$ cat config.mk
export PLATFORM = sky130hd
export DESIGN_NAME = mips_multicycle_ctrl_fsm
export DESIGN_NICKNAME = d
export VERILOG_FILES = /design/src/rtl/mips_multicycle_ctrl_fsm_pkg.sv /design/src/rtl/mips_multicycle_ctrl_fsm.sv
export SDC_FILE = /design/constraint.sdc
export NUM_CORES = 1
export LEC_CHECK = 0
export ABC_AREA = 1
export CORE_AREA = 2 2 39 41
export CTS_BUF_LIST = sky130_fd_sc_hd__clkbuf_4 sky130_fd_sc_hd__clkbuf_8
export DETAILED_ROUTE_END_ITERATION = 8
export DIE_AREA = 0 0 41 43
export PLACE_DENSITY = 0.79
export SYNTH_ARGS = -nofsm -noshare
export SYNTH_HDL_FRONTEND = slang
export SYNTH_SLANG_ARGS = --single-unit
$ cat constraint.sdc
create_clock -name clk -period 3.45 [get_ports clk]
set_clock_uncertainty 0.2 [all_clocks]
set_input_delay 0.69 -clock clk [delete_from_list [all_inputs] [get_ports clk]]
set_output_delay 0.69 -clock clk [all_outputs]
set_load 0.02 [all_outputs]
$ cat src/rtl/mips_multicycle_ctrl_fsm_pkg.sv
// Shared definitions for the multicycle MIPS main controller and the ALU decoder.
// Holds the state enum, the opcode constants and the ALU_OP encodings.
package mips_multicycle_ctrl_fsm_pkg;

    localparam int unsigned OP_W    = 6;
    localparam int unsigned STATE_W = 4;

    typedef enum logic [STATE_W-1:0] {
        StIdle    = 4'd0,
        StFetch   = 4'd1,
        StDecode  = 4'd2,
        StMemAdr  = 4'd3,
        StMemRd   = 4'd4,
        StMemWb   = 4'd5,
        StMemWr   = 4'd6,
        StExecute = 4'd7,
        StAluWb   = 4'd8,
        StBranch  = 4'd9,
        StAddiEx  = 4'd10,
        StAddiWb  = 4'd11,
        StJump    = 4'd12
    } state_t;

    localparam logic [OP_W-1:0] OP_RTYPE = 6'b000000;
    localparam logic [OP_W-1:0] OP_LW    = 6'b100011;
    localparam logic [OP_W-1:0] OP_SW    = 6'b101011;
    localparam logic [OP_W-1:0] OP_BEQ   = 6'b000100;
    localparam logic [OP_W-1:0] OP_ADDI  = 6'b001000;
    localparam logic [OP_W-1:0] OP_J     = 6'b000010;

    localparam logic [1:0] ALUOP_ADD   = 2'b00;
    localparam logic [1:0] ALUOP_SUB   = 2'b01;
    localparam logic [1:0] ALUOP_FUNCT = 2'b10;

endpackage

$ cat src/rtl/mips_multicycle_ctrl_fsm.sv
// Main control FSM of the multicycle MIPS datapath with a memory-ready handshake.
// Outputs are a pure decode of the current state, gated by mem_rdy and zero.
module mips_multicycle_ctrl_fsm
    import mips_multicycle_ctrl_fsm_pkg::*;
(
    input  logic            clk,
    input  logic            rst_n,
    input  logic [OP_W-1:0] opcode,
    input  logic            zero,
    input  logic            mem_rdy,
    output logic [1:0]      alu_op,
    output logic            alu_src_a,
    output logic [1:0]      alu_src_b,
    output logic [1:0]      pc_src,
    output logic            pc_en,
    output logic            ior_d,
    output logic            mem_write,
    output logic            ir_write,
    output logic            reg_write,
    output logic            reg_dst,
    output logic            mem_to_reg,
    output logic            illegal_op
);

    state_t state_q, state_d;

    always_ff @(posedge clk or negedge rst_n) begin
        if (!rst_n) begin
            state_q <= StIdle;
        end else begin
            state_q <= state_d;
        end
    end

    always_comb begin
        state_d = StIdle;
        case (state_q)
            StIdle:   state_d = StFetch;
            StFetch:  state_d = mem_rdy ? StDecode : StFetch;
            StDecode: begin
                case (opcode)
                    OP_LW, OP_SW: state_d = StMemAdr;
                    OP_RTYPE:     state_d = StExecute;
                    OP_BEQ:       state_d = StBranch;
                    OP_ADDI:      state_d = StAddiEx;
                    OP_J:         state_d = StJump;
                    default:      state_d = StFetch;
                endcase
            end
            StMemAdr:  state_d = (opcode == OP_SW) ? StMemWr : StMemRd;
            StMemRd:   state_d = mem_rdy ? StMemWb : StMemRd;
            StMemWb:   state_d = StFetch;
            StMemWr:   state_d = mem_rdy ? StFetch : StMemWr;
            StExecute: state_d = StAluWb;
            StAluWb:   state_d = StFetch;
            StBranch:  state_d = StFetch;
            StAddiEx:  state_d = StAddiWb;
            StAddiWb:  state_d = StFetch;
            StJump:    state_d = StFetch;
            default:   state_d = StIdle;
        endcase
    end

    logic pc_write;
    logic branch;

    always_comb begin
        alu_op     = ALUOP_ADD;
        alu_src_a  = 1'b0;
        alu_src_b  = 2'b00;
        pc_src     = 2'b00;
        ior_d      = 1'b0;
        mem_write  = 1'b0;
        ir_write   = 1'b0;
        reg_write  = 1'b0;
        reg_dst    = 1'b0;
        mem_to_reg = 1'b0;
        illegal_op = 1'b0;
        pc_write   = 1'b0;
        branch     = 1'b0;
        case (state_q)
            StFetch: begin
                alu_src_b = 2'b01;
                ir_write  = mem_rdy;
                pc_write  = mem_rdy;
            end
            StDecode: begin
                alu_src_b = 2'b11;
                case (opcode)
                    OP_LW, OP_SW, OP_RTYPE, OP_BEQ, OP_ADDI, OP_J: illegal_op = 1'b0;
                    default:                                      illegal_op = 1'b1;
                endcase
            end
            StMemAdr, StAddiEx: begin
                alu_src_a = 1'b1;
                alu_src_b = 2'b10;
            end
            StMemRd: ior_d = 1'b1;
            StMemWb: begin
                mem_to_reg = 1'b1;
                reg_write  = 1'b1;
            end
            StMemWr: begin
                ior_d     = 1'b1;
                mem_write = 1'b1;
            end
            StExecute: begin
                alu_src_a = 1'b1;
                alu_op    = ALUOP_FUNCT;
            end
            StAluWb: begin
                reg_dst   = 1'b1;
                reg_write = 1'b1;
            end
            StBranch: begin
                alu_src_a = 1'b1;
                alu_op    = ALUOP_SUB;
                pc_src    = 2'b01;
                branch    = 1'b1;
            end
            StAddiWb: reg_write = 1'b1;
            StJump: begin
                pc_src   = 2'b10;
                pc_write = 1'b1;
            end
            default: ;
        endcase
        // Branch resolves in the same cycle the ALU compares, so zero is used unregistered.
        pc_en = pc_write | (branch & zero);
    end

endmodule

==> results of run 1 <==
[logic make-up after synthesis]
logic type      Yosys count
buf+inv                  18
simple gates             60
flops                     4
compound gates            6
[how the worst max path moves through the flow]
stage / start / endpoint / slack (ns) / cells after the start
final: opcode[2] / illegal_op / 0.26 / 8
after CTS: opcode[2] / illegal_op / 0.26 / 8
after global placement: opcode[2] / illegal_op / 0.29 / 8
after global routing: opcode[2] / illegal_op / 0.1 / 8
after floorplan: state_q[2]$_DFF_PN0_ / reg_write / 1.26 / 5
after detailed placement: opcode[2] / illegal_op / 0.26 / 8
[through the flow]
stage / hold slack [ns] / worst slack, ns / instances
2_1_floorplan: 0.194 / 1.26 / 88
3_3_place_gp: 0.546 / 0.287 / 127
3_5_place_dp: 0.548 / 0.261 / 127
4_1_cts: 0.450 / 0.257 / 130
5_1_grt: 0.459 / 0.0998 / 130
6_report: 0.450 / 0.260 / 130
[final cells by class]
type | instances | area share [%]
inverters | 17 | 7.98
multi-input cells | 66 | 44.1
flip-flops and latches | 4 | 12.5
repair buffers | 24 | 30.0
well taps | 16 | 2.50
clock buffers | 3 | 2.82
[per-layer routing]
metal,wire (µm),up-vias
met5,0,-
met4,19,0
met3,83,2
met2,684,25
met1,495,266
li1,-,328
[cell usage in the layout, fill, tap and decap left out]
| cell type | count |
|---|---|
| a21oi_1 | 2 |
| clkbuf_4 | 3 |
| clkdlybuf4s50_1 | 24 |
| dfrtp_1 | 4 |
| inv_1 | 11 |
| inv_2 | 6 |
| nand2_1 | 16 |
| nand2_2 | 2 |
| nand2_4 | 2 |
| nand3_1 | 10 |
| nand3_2 | 2 |
| nand3b_1 | 1 |
| nand4_1 | 2 |
| nor2_1 | 15 |
| nor2_2 | 5 |
| nor2_4 | 3 |
| nor3_1 | 1 |
| nor3_2 | 1 |
| o21ai_0 | 2 |
| o21ai_1 | 1 |
| o22ai_1 | 1 |
[where the power goes]
group	total (W)	switching, W	leakage, nW	internal [W]
sequential	0.0000991	0.0000349	0.0517	0.0000642
clock	0.0000582	0.0000193	0.0138	0.0000389
combinational	0.000366	0.000211	0.342	0.000155
total	0.000524	0.000266	0.407	0.000258
==> summary.txt, run 1 <==
Critical path
  • Critical-path top delay cell: clkdlybuf4s50_1
  • Crit Path Class: in2out
  • Max FO, Critical Path: 5
  • R2R depth: 5
  • Setup crit end kind: output pin
  • R2R Path Start: state_q[2]$_DFF_PN0_
  • CP required: roughly 2.6 ns
  • Flop2flop setup slack: ~2.1 ns
  • Bufs and invs on worst path: 3
  • Reg2reg end: state_q[1]$_DFF_PN0_
  • Crit-path leading delay family: buffers and inverters
  • Crit path largest cell delay: roughly 0.60 ns
  • Critical-path cell list: clkdlybuf4s50_1 -> nor2_1 -> nand3_1 -> nand2_1 -> inv_1 -> nand2_1 -> nor2_2 -> clkdlybuf4s50_1
  • Worst Path Arrival: around 2.3 ns
  • Crit path launch type: input pin

Global route
  • Total grt overflow: 0
  • Busiest grt layer: met2
  • Global-route wire length before repair: approximately 2100 µm
  • Met1 usage: around 17%
  • GRT Overall Usage: 17.1%
  • Initial antenna violation count: 0
  • Met3 usage: ~5.2%
  • Vias in the first global route: 570
  • Largest net degree at the start of global routing: 7
  • Met2 GRT Util: roughly a third

Power and ir drop
  • Pwr/cell area: approximately 660 mW/mm²
  • Leak: around 0.4 nW
  • Tot Pwr: approximately 0.00052 W
  • Worst VDD drop: approximately 0.21 mV

Final layout
  • Diode count: 0
  • Area used by multi-input combinational logic: ~350 µm²
  • Fillers: 147
  • Area delta synth->final: 52.5%
  • Register area: between 100 and 150 µm²
  • Final Core Density: around 58%
  • Share of cells above drive strength 1: a little over a fifth
  • Design Area, Final: approximately 800 µm²
  • Regs by FF count: state_q (4)
  • Largest reg by FF count: state_q
  • Nets: roughly 130
  • Max reg flops: 4

Floorplan
  • Core Region: between 0.001 and 0.0015 mm²
  • Die span in x: between 40 and 50 µm
  • Die area: ~0.0018 mm²
  • Die height: 43 µm
  • Num rows: 14
  • Initial Util: a little under two fifths
  • I/O Pins: 25

Clock network
  • Post-CTS Resized: 0
  • Clk_lat worst skew: roughly 0.24 ns
  • Max H-tree Level: 1
  • Cts bufs inserted: 3
  • Postcts setup bufs: 0
  • Clk buf depth: 2
  • Clock sink count: 4
  • Clk slew on worst S/H paths: 0.04 ns
  • CTS tree: done
  • Hold_buf cts: 0
  • Root Buffer: clkbuf_4

Yosys
  • Async set-or-reset flop fraction in the synthesized netlist: between 90% and 100%
  • Top cell type's share of synthesized area: between 10% and 20%
  • Compound-cell area share of the yosys netlist: 5.97%
  • Distinct cell type count after synthesis: 20
  • Top post-synthesis cells by area: dfrtp_1 19%, nand2_1 11%, nor2_1 11%, nand3_1 9.5%, inv_1 7.9%
  • EDFF count, synth: 0
  • Mux cell area share after synthesis: 0%
  • Synth Net Count: 98
  • Ys Warns: 0
  • Synth Area in Adders: 0%
  • Syn avg cell area: 5.96 µm²
  • Largest family of logic cells by synthesized area: simple AND/OR/NAND/NOR gates
  • Xor and xnor area share after synthesis: 0%
  • Most common cell in the netlist: nand2_1
  • Cell taking the most area after synthesis: dfrtp_1
  • Register area share after synthesis: a little under a fifth
  • Top_reg_cell synth: dfrtp_1
  • Simple-gate share of the synthesized area: about three fifths
  • Mapped Cells: 88
  • Synth Register Bits: 4
  • Commonest cells post-synth: 16 x nand2_1, 15 x nor2_1, 11 x inv_1, 10 x nand3_1, 6 x inv_2
  • Post-Syn Area: between 500 and 600 µm²

Placed design
  • DP HPWL: between 1000 and 1500 µm
  • Placer Congestion: 0.811
  • Port Buffer Count: 24
  • Dpl cell area: about 800 µm²

Worst hold path
  • Worst hold path type: in2async

Timing
  • Post-layout minimum cycle time: approximately 3.2 ns
  • Worst slew margin: 80.4%
  • Final Max Tran Viols: 0
  • RSZ-0062 raised after global routing: no
  • Sum Neg Setup Slack: 0 ns
  • Worst slew pin tran: between 0.2 and 0.3 ns
  • Peak Freq: between 0.3 and 0.4 GHz
  • Hold Vio Cnt, Final: 0
  • Final worst path period share: 92.5%
  • Setup Viol. Count Final: 0

Detailed routing
  • Via/cell ratio: 4.78
  • Routed WL per cell: around 10 µm
  • DRC viols: 0
  • Final wirelength: approximately 1300 µm
  • Total iterations of the first detailed-routing run: 4
  • DRT iter0 DRCs: 6
  • Via Count: 621
  • Antenna-violating nets left: 0

Job
  • Max cap viols: 0

Status
  • Status: complete, no violations
(Power assumes the default switching activity.)
==> run 2, diff against run 1 <==
--- a/config.mk
+++ b/config.mk
@@ -10,7 +10,9 @@
 export CTS_BUF_LIST = sky130_fd_sc_hd__clkbuf_4 sky130_fd_sc_hd__clkbuf_8
 export DETAILED_ROUTE_END_ITERATION = 8
 export DIE_AREA = 0 0 41 43
+export GPL_ROUTABILITY_DRIVEN = 0
 export PLACE_DENSITY = 0.79
+export SLEW_MARGIN = 20
 export SYNTH_ARGS = -nofsm -noshare
 export SYNTH_HDL_FRONTEND = slang
 export SYNTH_SLANG_ARGS = --single-unit
==> constraint.sdc (replaced) <==
create_clock -name clk -period 3.45 [get_ports clk]
set_clock_uncertainty 0.2 [all_clocks]
set_input_delay 0.69 -clock clk [delete_from_list [all_inputs] [get_ports clk]]
set_output_delay 0.69 -clock clk [all_outputs]
set_load 0.005 [all_outputs]
==> results of run 2 <==
The final DEF is identical to that of run 1. Status: complete, no violations.
Main changes from that run: setup slack after placement 0.261 ns -> 0.364 ns; setup slack after layout 0.260 ns -> 0.363 ns; total power 0.000524 W -> 0.000467 W; worst IR drop on VDD 0.214 mV -> 0.212 mV
